==> src/rtl/rsnn_cfg_pkg.sv <==
// rsnn_cfg_pkg: shared states, error codes and sizing helpers for the RSNN config loader.
package rsnn_cfg_pkg;
  typedef enum logic [2:0] {IDLE, START, COUNT, DATA, CHECK, COMMIT} state_e;
  localparam logic [1:0] ERR_RANGE = 2'd1;
  localparam logic [1:0] ERR_CHK = 2'd2;
  localparam logic [1:0] ERR_TIMEOUT = 2'd3;
  localparam logic [7:0] DEFAULT_SYNC_BYTE = 8'hA5;
  function automatic int total_bytes(input int weight_bits, input int param_bits);
    return (weight_bits + param_bits) / 8;
  endfunction
endpackage

==> src/rtl/rsnn_cfg_watchdog.sv <==
// rsnn_cfg_watchdog: idle-cycle counter that aborts a stalled frame (used under RSNN_CFG_FRAME_TIMEOUT_EN).
module rsnn_cfg_watchdog #(
  parameter int TIMEOUT_CYCLES = 255
) (
  input  logic clk,
  input  logic reset,
  input  logic active,
  input  logic xfer,
  output logic expired
);
  localparam int CW = $clog2(TIMEOUT_CYCLES + 1);
  logic [CW-1:0] cnt_q, cnt_d;
  logic idle;
  assign idle = active && !xfer;
  // Fires on the idle cycle whose edge would bring the count to the limit.
  assign expired = idle && (cnt_q == CW'(TIMEOUT_CYCLES - 1));
  always_comb cnt_d = idle ? cnt_q + 1'b1 : '0;
  always_ff @(posedge clk or posedge reset)
    if (reset) cnt_q <= '0;
    else cnt_q <= cnt_d;
endmodule

==> src/rtl/rsnn_config_loader.sv <==
// rsnn_config_loader: byte-stream, checksum-verified, double-buffered config writer for the RSNN core.
// Optional frame idle timeout enabled by defining RSNN_CFG_FRAME_TIMEOUT_EN.
module rsnn_config_loader
  import rsnn_cfg_pkg::*;
#(
  parameter int NUM_WEIGHT_BITS = 216,
  parameter int NUM_PARAM_BITS = 96,
  parameter logic [7:0] SYNC_BYTE = DEFAULT_SYNC_BYTE,
  parameter int TIMEOUT_CYCLES = 255
) (
  input  logic                       clk,
  input  logic                       reset,
  input  logic [7:0]                 in_data,
  input  logic                       in_valid,
  output logic                       in_ready,
  output logic [NUM_WEIGHT_BITS-1:0] input_weights,
  output logic [NUM_PARAM_BITS-1:0]  neuron_params,
  output logic                       cfg_valid,
  output logic                       commit_pulse,
  output logic                       err_pulse,
  output logic [1:0]                 err_code
);
  localparam int NBYTES = total_bytes(NUM_WEIGHT_BITS, NUM_PARAM_BITS);
  localparam int NB = NBYTES * 8;
  localparam logic [8:0] LIMIT = 9'(NBYTES);
  state_e state_q, state_d;
  logic [7:0] ptr_q, ptr_d, rem_q, rem_d, xor_q, xor_d;
  logic match_q, match_d;
  logic [NB-1:0] shadow_q, shadow_d, active_q, active_d;
  logic cfg_valid_q, cfg_valid_d, commit_q, commit_d, err_q, err_d;
  logic [1:0] err_code_q, err_code_d;
  logic xfer, in_frame, timeout, range_ok;
  assign in_ready = state_q != COMMIT;
  assign xfer = in_valid && in_ready;
  assign in_frame = state_q inside {START, COUNT, DATA, CHECK};
  // ptr_q holds START while in COUNT; 9-bit sum so START+COUNT cannot wrap.
  assign range_ok = ({1'b0, ptr_q} < LIMIT) && (in_data != 8'd0) &&
                    (({1'b0, ptr_q} + {1'b0, in_data}) <= LIMIT);
`ifdef RSNN_CFG_FRAME_TIMEOUT_EN
  rsnn_cfg_watchdog #(.TIMEOUT_CYCLES(TIMEOUT_CYCLES)) u_watchdog (
    .clk(clk),
    .reset(reset),
    .active(in_frame),
    .xfer(xfer),
    .expired(timeout)
  );
`else
  logic unused_timeout;
  assign unused_timeout = in_frame ^ TIMEOUT_CYCLES[0];
  assign timeout = 1'b0;
`endif
  assign input_weights = active_q[NUM_WEIGHT_BITS-1:0];
  assign neuron_params = active_q[NB-1:NUM_WEIGHT_BITS];
  assign cfg_valid = cfg_valid_q;
  assign commit_pulse = commit_q;
  assign err_pulse = err_q;
  assign err_code = err_code_q;
  always_comb begin
    state_d = state_q;
    ptr_d = ptr_q;
    rem_d = rem_q;
    xor_d = xor_q;
    match_d = match_q;
    shadow_d = shadow_q;
    active_d = active_q;
    cfg_valid_d = cfg_valid_q;
    commit_d = 1'b0;
    err_d = 1'b0;
    err_code_d = err_code_q;
    if (timeout) begin
      shadow_d = active_q;
      err_d = 1'b1;
      err_code_d = ERR_TIMEOUT;
      state_d = IDLE;
    end else if (state_q == COMMIT) begin
      // A rejected frame restores the shadow so stale bytes never leak into a later commit.
      active_d = match_q ? shadow_q : active_q;
      shadow_d = match_q ? shadow_q : active_q;
      commit_d = match_q;
      cfg_valid_d = cfg_valid_q | match_q;
      err_d = !match_q;
      err_code_d = match_q ? err_code_q : ERR_CHK;
      state_d = IDLE;
    end else if (xfer) begin
      case (state_q)
        IDLE: state_d = (in_data == SYNC_BYTE) ? START : IDLE;
        START: begin
          ptr_d = in_data;
          xor_d = in_data;
          state_d = COUNT;
        end
        COUNT: begin
          xor_d = xor_q ^ in_data;
          rem_d = in_data;
          err_d = !range_ok;
          err_code_d = range_ok ? err_code_q : ERR_RANGE;
          state_d = range_ok ? DATA : IDLE;
        end
        DATA: begin
          for (int i = 0; i < NBYTES; i++)
            if (ptr_q == 8'(i)) shadow_d[i*8 +: 8] = in_data;
          ptr_d = ptr_q + 8'd1;
          rem_d = rem_q - 8'd1;
          xor_d = xor_q ^ in_data;
          state_d = (rem_q == 8'd1) ? CHECK : DATA;
        end
        CHECK: begin
          match_d = xor_q == in_data;
          state_d = COMMIT;
        end
        default: state_d = IDLE;
      endcase
    end
  end
  always_ff @(posedge clk or posedge reset)
    if (reset) begin
      state_q <= IDLE;
      ptr_q <= '0;
      rem_q <= '0;
      xor_q <= '0;
      match_q <= 1'b0;
      shadow_q <= '0;
      active_q <= '0;
      cfg_valid_q <= 1'b0;
      commit_q <= 1'b0;
      err_q <= 1'b0;
      err_code_q <= '0;
    end else begin
      state_q <= state_d;
      ptr_q <= ptr_d;
      rem_q <= rem_d;
      xor_q <= xor_d;
      match_q <= match_d;
      shadow_q <= shadow_d;
      active_q <= active_d;
      cfg_valid_q <= cfg_valid_d;
      commit_q <= commit_d;
      err_q <= err_d;
      err_code_q <= err_code_d;
    end
endmodule

==> config.mk <==
export PLATFORM = sky130hd
export DESIGN_NAME = rsnn_config_loader
export DESIGN_NICKNAME = d
export VERILOG_FILES = /design/src/rtl/rsnn_cfg_pkg.sv /design/src/rtl/rsnn_cfg_watchdog.sv /design/src/rtl/rsnn_config_loader.sv
export SDC_FILE = /design/constraint.sdc
export NUM_CORES = 2
export LEC_CHECK = 0
export CORE_MARGIN = 2
export CORE_UTILIZATION = 51
export DETAILED_ROUTE_END_ITERATION = 6
export PLACE_DENSITY = 0.85
export SYNTH_ARGS = -nofsm -noshare
export SYNTH_HDL_FRONTEND = slang
export SYNTH_SLANG_ARGS = --single-unit
==> constraint.sdc <==
create_clock -name clk -period 69.1 [get_ports clk]
set_input_delay 20.73 -clock clk [delete_from_list [all_inputs] [get_ports clk]]
set_output_delay 20.73 -clock clk [all_outputs]
set_load 0.01 [all_outputs]
== After elaboration in Yosys (flattened, before gate mapping) ==
Cells that the tools add are included.
W data, S select, Z words.
Word-level totals
  output and inout bits: 318
  input port bits: 11
  register bits: 657
  logic and storage cells: 265
Operators by class
  bitwise gates (word level): 3
  $add $sub $neg: 3
  order comparisons: 2
  muxes and demuxes: 61
  reduce and logical (&&, ||, !) cells: 98
  eq/ne operators: 49
Operators with widths (count)
  $mux W312: 4
  $mux W8: 39
  $reduce_and A3 Y1: 43
  $eq A8 B5 Y1 const B: 16
  $reduce_bool A2 Y1: 45
  $eq A8 B4 Y1 const B: 8
  $eq A8 B6 Y1 const B: 7
  $pmux W8 S2: 3
  $eq A8 B3 Y1 const B: 4
  $eq A8 B1 Y1 const B: 2
  $eq A8 B2 Y1 const B: 2
  $pmux W3 S5: 1
  $mux W2: 6
  $add A8 B8 Y9: 1
  $le A9 B6 Y1 const B: 1
  $mux W3: 3
  $add A8 B1 Y8 const B: 1
  $eq A8 B8 Y1: 1
  $eq A8 B8 Y1 const B: 1
  $logic_not A8 Y1: 1
  $lt A8 B6 Y1 const B: 1
  $reduce_bool A8 Y1: 1
  $sub A8 B1 Y8 const B: 1
  $xor A8 B8 Y8: 1
  14 further kinds: 23

== Longest topological paths before layout ==
  depth in word-level cells: 7
  gate-level depth with buffers: 11
  mapped depth without buffers: 9

== Worst setup path after synthesis ==
No wires, ideal clock.
  path kind: input-to-reg
  from: input in_data[0]
  to: register state_q[1]
  required time: 68980 ps
  data arrival time: 22430 ps
  setup time: 120 ps
  setup slack: 46550 ps
  stages on the path: 9
  cell sequence: ha_1 -> inv_1 -> fa_1 -> nor2b_1 -> o21a_1 -> or3b_2 -> a311oi_1 -> nor3_2 -> a31o_2
On the way
  cells in the longest elaborated chain, start to end: 7
RTL lines
  start: declaration: line rsnn_config_loader.sv:13  | input logic [7:0] in_data,
  $add A8 B8 Y9 or $reduce_bool A8 Y1 (tied branches): line rsnn_config_loader.sv:38, rsnn_config_loader.sv:37
  $le A9 B6 Y1 or $logic_and A1 B1 Y1 (tied branches): line rsnn_config_loader.sv:38, rsnn_config_loader.sv:37
  $logic_and A1 B1 Y1 *: line rsnn_config_loader.sv:37  | assign range_ok = ({1'b0, ptr_q} < LIMIT) && (in_data != 8'd0) &&
  $mux W2 *: line rsnn_config_loader.sv:97  | state_d = range_ok ? DATA : IDLE;
  $pmux W3 S5 *: line rsnn_config_loader.sv:85  | case (state_q)
  $mux W3 *: line rsnn_config_loader.sv:84  | end else if (xfer) begin
  $mux W3 *: line rsnn_config_loader.sv:75  | end else if (state_q == COMMIT) begin
  end signal: assignment: line rsnn_config_loader.sv:129  | state_q <= state_d;
  end: declaration: line rsnn_config_loader.sv:26  | state_e state_q, state_d;
Mark *: on every way between the ends. The rest lies on a longest branch, timed or not. The select of a mux whose other input is x is not followed.
A chain may end at the register's enable or synchronous reset.

== Final worst setup path ==
  from: register state_q[1]
  to: output in_ready
On the way
  cells in the longest elaborated chain, start to end: 1
RTL lines
  $ne A3 B3 Y1: line rsnn_config_loader.sv:33  | assign in_ready = state_q != COMMIT;
  end: declaration: line rsnn_config_loader.sv:15  | output logic in_ready,
Every way passes these cells.

==> results.json <==
{
  "period_share_pct": 34.6,
  "relSlewSlack_pct": 31.6,
  "fin_ws_ns": 45.19,
  "slowest_delay_ns": 0.76,
  "num_rows": 85,
  "dp_slack_ns": 45.36,
  "cts_tree": "built",
  "grt_start_max_net_pins": 180,
  "powerDensity_mw_per_mm2": 23.8,
  "cp_slowest_cell": "clkdlybuf4s50_1",
  "viasPerCell": 5.80,
  "initial_utilization_pct": 51.5,
  "synthCells": 2949,
  "post_drt_wl_per_cell_um": 20.2,
  "synth_area_per_cell_sq_um": 9.38,
  "leakage_nw": 16.5,
  "worstPathMaxFanout": 42,
  "drc": 0,
  "place_congestion": 0.899,
  "core_sq_mm": 0.0537,
  "fin_util_pct": 62.1,
  "layout_common_cells": "nand2_1 (965), dfrtp_1 (657), clkdlybuf4s50_1 (328)",
  "tightest_slew_ns": 1.03,
  "synth_edf_count": 0,
  "ys_types": 66,
  "place_area_sq_mm": 0.0311,
  "ys.flop_type": "dfrtp_1",
  "num_vias": 22600,
  "cts_setup_buffers": 0,
  "cts_buffers": 69,
  "grt_pass1_wl_mm": 125,
  "final_common_cell": "nand2_1",
  "hold_violations": 0,
  "post-route-min-period_ns": 23.91,
  "clk_latency_ns": 0.60,
  "die_h_um": 237,
  "start_kind": "flip-flop",
  "drt_wl_total_mm": 78.7,
  "peakVddDrop_mv": 0.0175,
  "crit_arrival_ns": 3.18,
  "syn-num-nets": 2975,
  "setup_tns_ns": 0,
  "path_clk_slew_ns": 0.06,
  "fillers": 4160,
  "place_inst": 3785,
  "design_power_total_mw": 0.795,
  "hold_buffers": 0,
  "clock-sinks": 657,
  "cts_resized": 0,
  "cts_root_buf": "clkbuf_16",
  "multi_input_area_sq_mm": 0.0102,
  "worstPathCellList": "nor2b_2, and2_1, buf_4, inv_4, clkdlybuf4s50_1",
  "hpwlAfterDp_mm": 46.9,
  "status": "finished clean",
  "cap_violations": 0,
  "worstPathRequired_ns": 48.37,
  "fmax_mhz": 41.8,
  "min_path_type": "reg -> reg",
  "ys_seq_area_share_pct": 59.5,
  "synth-seq-cells": 657,
  "die_area_sq_mm": 0.0561,
  "layout.nets": 3186,
  "dr.first_iter.drc_count": 2520,
  "netlist_area_sq_mm": 0.0277,
  "io_buffer_count": 328,
  "finClkSkew_ns": 0.0219,
  "ios": 329,
  "final_layout_size_suffix_gt1_share_pct": 6.08,
  "gr-usage-all-layers_pct": 28.3,
  "ant_nets": 0,
  "die_width_um": 237,
  "dr.pass1.iters": 5,
  "critPathKind": "reg -> out",
  "cts_buffer_depth": 3,
  "setup_viol": 0,
  "cp-end-kind": "output port",
  "antenna_found_initial": 0,
  "globalRoute.totalOverflow": 0,
  "whs_ns": 0.457,
  "fin_cells": 3902,
  "rsz0062_at_grt": "false",
  "first_global_vias": 22100,
  "antenna_cells": 0,
  "regArea_sq_mm": 0.0164,
  "syn_to_final_growth_pct": 20.7,
  "htreeDepth": 3,
  "yosysWarnings": 0,
  "synth-async-reset-ratio_pct": 100,
  "final-max-slew-violation-count": 0,
  "ff2ff_setup_slack_ns": 65.26,
  "stdcell_area_sq_mm": 0.0334
}
worst paths after layout:
| check | startpoint | to | depth (start not counted) |
|---|---|---|---|
| setup / recovery | state_q[1] | in_ready | 5 |
| hold reg to reg | shadow_q[279] | active_q[279] | 2 |
| min in group asynchronous | reset | active_q[37] | 2 |
| hold / removal | shadow_q[279] | active_q[279] | 2 |
| max in group asynchronous | reset | active_q[128] | 4 |
| setup reg to reg | state_q[1] | shadow_q[120] | 9 |
cells in the mapped netlist (all sizes together), types with 5 or more instances:
master | number | area share, %
a21o | 9 | 0.24
a21oi | 201 | 3.7
a2bb2oi | 137 | 4.6
a311oi | 9 | 0.29
and2 | 41 | 0.93
and3 | 5 | 0.14
buf | 109 | 2.2
clkbuf | 102 | 1.4
dfrtp | 657 | 59
ha | 14 | 0.63
inv | 14 | 0.20
nand2 | 971 | 13
nand2b | 14 | 0.32
nand3 | 15 | 0.27
nor2 | 209 | 2.8
nor2b | 5 | 0.12
nor3 | 10 | 0.20
nor4 | 5 | 0.17
o21ai | 362 | 7.3
xnor2 | 8 | 0.25
metal layers:
metal	track usage [%]	wire length (um)	part of all wire, %	vias up
li1	-	-	-	10200
met4	10.6	2560	3.3	0
met3	6.64	6970	8.9	177
met5	0	0	0	-
met2	43.7	36600	47	1059
met1	39.1	32600	41	11100
report_power, final:
part	leakage [nW]	internal, mW	switching (mW)
registers	9.15	0.386	0.00189
clock network	1.12	0.228	0.152
logic	6.21	0.00607	0.0201
registers in the layout, summed over array words and instances, names as in the netlist:
| signal | count |
|---|---|
| xor_q | 8 |
| rem_q | 8 |
| err_pulse | 1 |
| ptr_q | 8 |
| state_q | 3 |
| cfg_valid | 1 |
| err_code | 2 |
| shadow_q | 312 |
| active_q | 312 |
| commit_pulse | 1 |
| match_q | 1 |
cells by family after synthesis:
| family | after synthesis | synth area share, % |
|---|---|---|
| fa+ha+maj | 15 | 0.706 |
| flops | 657 | 59.5 |
| mux | 2 | 0.0724 |
| xor+xnor | 9 | 0.285 |
| buf+inv | 225 | 3.79 |
| compound gates | 750 | 17.0 |
| simple gates | 1291 | 18.7 |
critical path, delay by kind of cell (launching register included):
family	cells	cell delay, ns
buf+inv	3	1.59
flops	1	0.71
simple gates	2	0.26
final cells by class:
type,count,share of cell area (%)
sequential,657,49.3
multi-input combinational,2067,30.6
timing repair buffer,351,10.5
clock buffer,99,6.03
tap,696,2.61
clock inverter,18,0.847
inverter,14,0.210
No activity file was read; power rests on OpenSTA's default activity.
==> RTL edit 1 (same flow settings) <==
The parameter `NUM_PARAM_BITS` goes from 96 to 48.
--- a/src/rtl/rsnn_config_loader.sv
+++ b/src/rtl/rsnn_config_loader.sv
@@ -4,7 +4,7 @@
   import rsnn_cfg_pkg::*;
 #(
   parameter int NUM_WEIGHT_BITS = 216,
-  parameter int NUM_PARAM_BITS = 96,
+  parameter int NUM_PARAM_BITS = 48,
   parameter logic [7:0] SYNC_BYTE = DEFAULT_SYNC_BYTE,
   parameter int TIMEOUT_CYCLES = 255
 ) (
Ports: changed (resized neuron_params); port bits go from 329 to 281. No check against the original RTL was run, so the function may have changed too.
==> RTL edit 1 against the unedited design <==
Setup slack lost 0.063 ns. Maximum frequency is 0.26% lower. Count of clock-buffer cells in the layout is 23 lower. Combinational power up 86%. Final cell count is 17% lower. Routed wire length decreased by 12%. Largest cell class unchanged. Die area decreased by 14%. Final area is 14% lower. Sequential cell count decreased by 96. Synthesized area shrank 14%. Critical path depth is the same. Total power is 11% lower. Largest power group unchanged. Clock skew decreased by 0.0043 ns. First-iteration DRC count fell by 7.8%.
==> RTL edit 1: results (changes against the unedited design) <==
nNonClkBuffers: 299  # -15%
p_leak_uw: 0.01402  # -15%
cts_max_level: 2  # -1
r2r_slack_ns: 65.15  # -0.11 ns
tightest_slew_ns: 1.263  # +0.2372 ns
outcome: "completed"
cts.sink_count: 561  # -15%
synth_compound_area_share_pct: 19.48  # +2.5 points
final.setup_skew_ns: 0.01767  # -0.004254 ns
wl_met3_um: 5449  # -22%
met2_usage_pct: 46.15  # +2.5 points
seq_area_frac_synth_pct: 59.32  # -0.13 points
numCtsBuffers: 56  # -19%
vias: 19519  # -14%
dp_slack_ns: 44.32  # -1.046 ns
cp_slowest_cell: "buf_4"
clkbuf_count: 76  # -23%
slowest_delay_ns: 0.92  # +0.16 ns
yosys-top-cells-count: "nand2_1, dfrtp_1, o21ai_0"
hold_end: "active_q[214]$_DFFE_PP0P_"
grt_start_max_net_pins: 157  # -13%
dr.pass1.iters: 6  # +1
r2r-end: "shadow_q[124]$_DFFE_PP0P_"
seq_share_pct: 49.07  # -0.20 points
drive_gt1_share_pct: 6.352  # +0.27 points
clkLatencyLatePin_ns: 0.62  # +0.02 ns
cp_max_fo: 132  # +210%
layout.nonclk_buf_share_pct: 10.29  # -0.17 points
worstPathArrival_ns: 24.56  # +21.38 ns
dieArea_um2: 48140  # -14%
grt_pass1_vias: 19319  # -13%
dpl_cell_area_um2: 26680  # -14%
drt_iter0_drc: 2323  # -7.8%
synthTopCellsByArea: "dfrtp_1, nand2_1, a2bb2oi_1"
synthMuxAreaShare_pct: 0.04230  # -0.030 points
min-delay-start: "shadow_q[214]$_DFFE_PP0P_"
peakVddDrop_uv: 22.72  # +30%
yosys.area_share.adder_pct: 0.8777  # +0.17 points
use_met1_pct: 38.57  # -0.52 points
gp_congestion: 0.8456  # -5.9%
use_met3_pct: 5.599  # -1.0 points
top_regs: "active_q (264), shadow_q (264)"
[RTL edit 1: worst max path at each step]
stage           from  slack (ns)                        end  cells after the start
4_1_cts        reset       44.97   active_q[65]$_DFFE_PP0P_                      5
2_1_floorplan  reset       32.68    active_q[0]$_DFFE_PP0P_                      1
5_1_grt        reset       44.46  active_q[109]$_DFFE_PP0P_                      5
3_3_place_gp   reset       44.42   active_q[69]$_DFFE_PP0P_                      5
6_report       reset       45.12   shadow_q[89]$_DFFE_PP0P_                      5
3_5_place_dp   reset       44.32   active_q[65]$_DFFE_PP0P_                      5
[RTL edit 1: through the flow]
step                      cells  utilization, %
final                      3229           62.77
after floorplan            2407               -
after detailed placement   3130           58.53
after CTS                  3229           62.77
after global placement     3130           58.53
after global routing       3229           62.77
[RTL edit 1: power by group]
part	internal [µW]	leakage, µW	switching [µW]
Sequential	333	0.00781	7.24
Combinational	14.3	0.00525	34.5
Clock	190	0.000961	131
Total	537	0.0140	172
==> RTL edit 2 (config.mk and constraints unchanged) <==
Without the edit above. Reset style: synchronous (`reset`), changed in one clocked block.
--- a/src/rtl/rsnn_config_loader.sv
+++ b/src/rtl/rsnn_config_loader.sv
@@ -112,7 +112,7 @@
       endcase
     end
   end
-  always_ff @(posedge clk or posedge reset)
+  always_ff @(posedge clk)
     if (reset) begin
       state_q <= IDLE;
       ptr_q <= '0;
Function: differs if reset is asserted again (counterexample within 4 cycles, from zero or initial values and one cycle with reset high); with reset held inactive, the same outputs for 4 cycles.
==> RTL edit 2 against the unedited design <==
Sequential cell count unchanged. Total power fell by 3.5%. Count of clock-buffer cells in the layout unchanged. Via count rose by 6.6%. Synthesized area is 8.5% lower. Setup slack better by 0.29 ns. Clock skew is 0.0037 ns lower. Maximum frequency increased by 1.2%. Non-clock buffer count up 4. Register-to-register slack lost 0.50 ns. Final area is 7.1% lower. Worst hold slack worse by 0.016 ns. Synthesized cell count grew 7.5%. Routed wire length down 0.25%.
==> RTL edit 2: results (changes against the unedited design) <==
outcome: "completed"
place_hpwl_um: 46040  # -1.9%
synth_xor_xnor_area_share_pct: 0.6231  # +0.34 points
nNonClkBuffers: 355  # +1.1%
fillers: 3989  # -4.1%
vias: 24096  # +6.6%
dpl_cell_area_um2: 28750  # -7.5%
seq_share_pct: 42.44  # -6.8 points
slowest_delay_ns: 0.68  # -0.08 ns
synthMuxAreaShare_pct: 2.018  # +1.9 points
detail_route.vias_per_cell: 5.929  # +2.3%
wl_met2_um: 35650  # -2.6%
synthArstFlopShare_pct: 0  # -100 points
synth_area_per_cell_um2: 7.981  # -15%
gp_congestion: 0.8660  # -3.6%
powerDensity_nw_per_um2: 24.75  # +3.9%
max_slew_margin_pct: 21.81  # -9.8 points
grt_pass1_vias: 21800  # -1.5%
yosys-top-cells-count: "nand2_1, dfxtp_1, a21oi_1"
final.setup_skew_ns: 0.01827  # -0.003654 ns
synth_cells: 3170  # +7.5%
grt_start_max_net_pins: 119  # -34%
wl_met3_um: 8130  # +17%
grt_antenna_before_repair: 1  # +1
r2r-end: "active_q[85]$_SDFFE_PP0P_"
r2r_slack_ns: 64.76  # -0.50 ns
met1_length_um: 32130  # -1.3%
dp.cells: 3948  # +4.3%
hold_end: "active_q[266]$_SDFFE_PP0P_"
yosys.area_share.adder_pct: 0.7715  # +0.066 points
p_leak_uw: 0.01015  # -38%
cp_max_fo: 35  # -17%
synthTopCellsByArea: "dfxtp_1, a21oi_1, nand2_1"
seq_area_frac_synth_pct: 51.99  # -7.5 points
grt_pass1_wl_um: 120400  # -3.8%
grt.total_usage_pct: 29.37  # +1.1 points
drive_gt1_share_pct: 4.529  # -1.6 points
whs_ns: 0.4409  # -0.01623 ns
nNetsFinal: 3379  # +6.1%
synth_fp_nets: 3196  # +7.4%
wire_per_inst_um: 19.31  # -4.2%
p_int_uw: 600.4  # -3.2%
multiInputGateArea_um2: 11220  # +10%
numCtsBuffers: 67  # -2.9%
seqCellArea_um2: 13150  # -20%
synth_compound_area_share_pct: 26.00  # +9.0 points
peakVddDrop_uv: 18.22  # +4.4%
synthFlopType: "dfxtp_1"
rr_startpoint: "match_q$_SDFFE_PP0P_"
RTL edit 2: worst max path at each step:
stage	from	endpoint	slack, ns
3_3_place_gp	in_valid	xor_q[5]$_SDFFE_PP0P_	45.68
3_5_place_dp	in_valid	shadow_q[27]$_SDFFE_PP0P_	45.61
2_1_floorplan	in_valid	shadow_q[24]$_SDFFE_PP0P_	46.46
6_report	state_q[2]$_SDFFE_PP0P_	in_ready	45.48
4_1_cts	state_q[2]$_SDFFE_PP0P_	in_ready	45.53
5_1_grt	state_q[2]$_SDFFE_PP0P_	in_ready	45.38
RTL edit 2: kinds of logic after synthesis:
family	count (synthesis)
and+or+nand+nor	952
DFF	657
muxes	51
xor gates and xnor gates	18
adders and majority gates	15
AOI/OAI and AO/OA	1222
buffers and inverters	255
RTL edit 2: metal layers:
metal / vias to the layer above / track usage, %
met2: 1245 / 44.84
met5: - / 0
met1: 11406 / 39.66
met4: 0 / 11.86
li1: 11262 / -
met3: 183 / 7.412
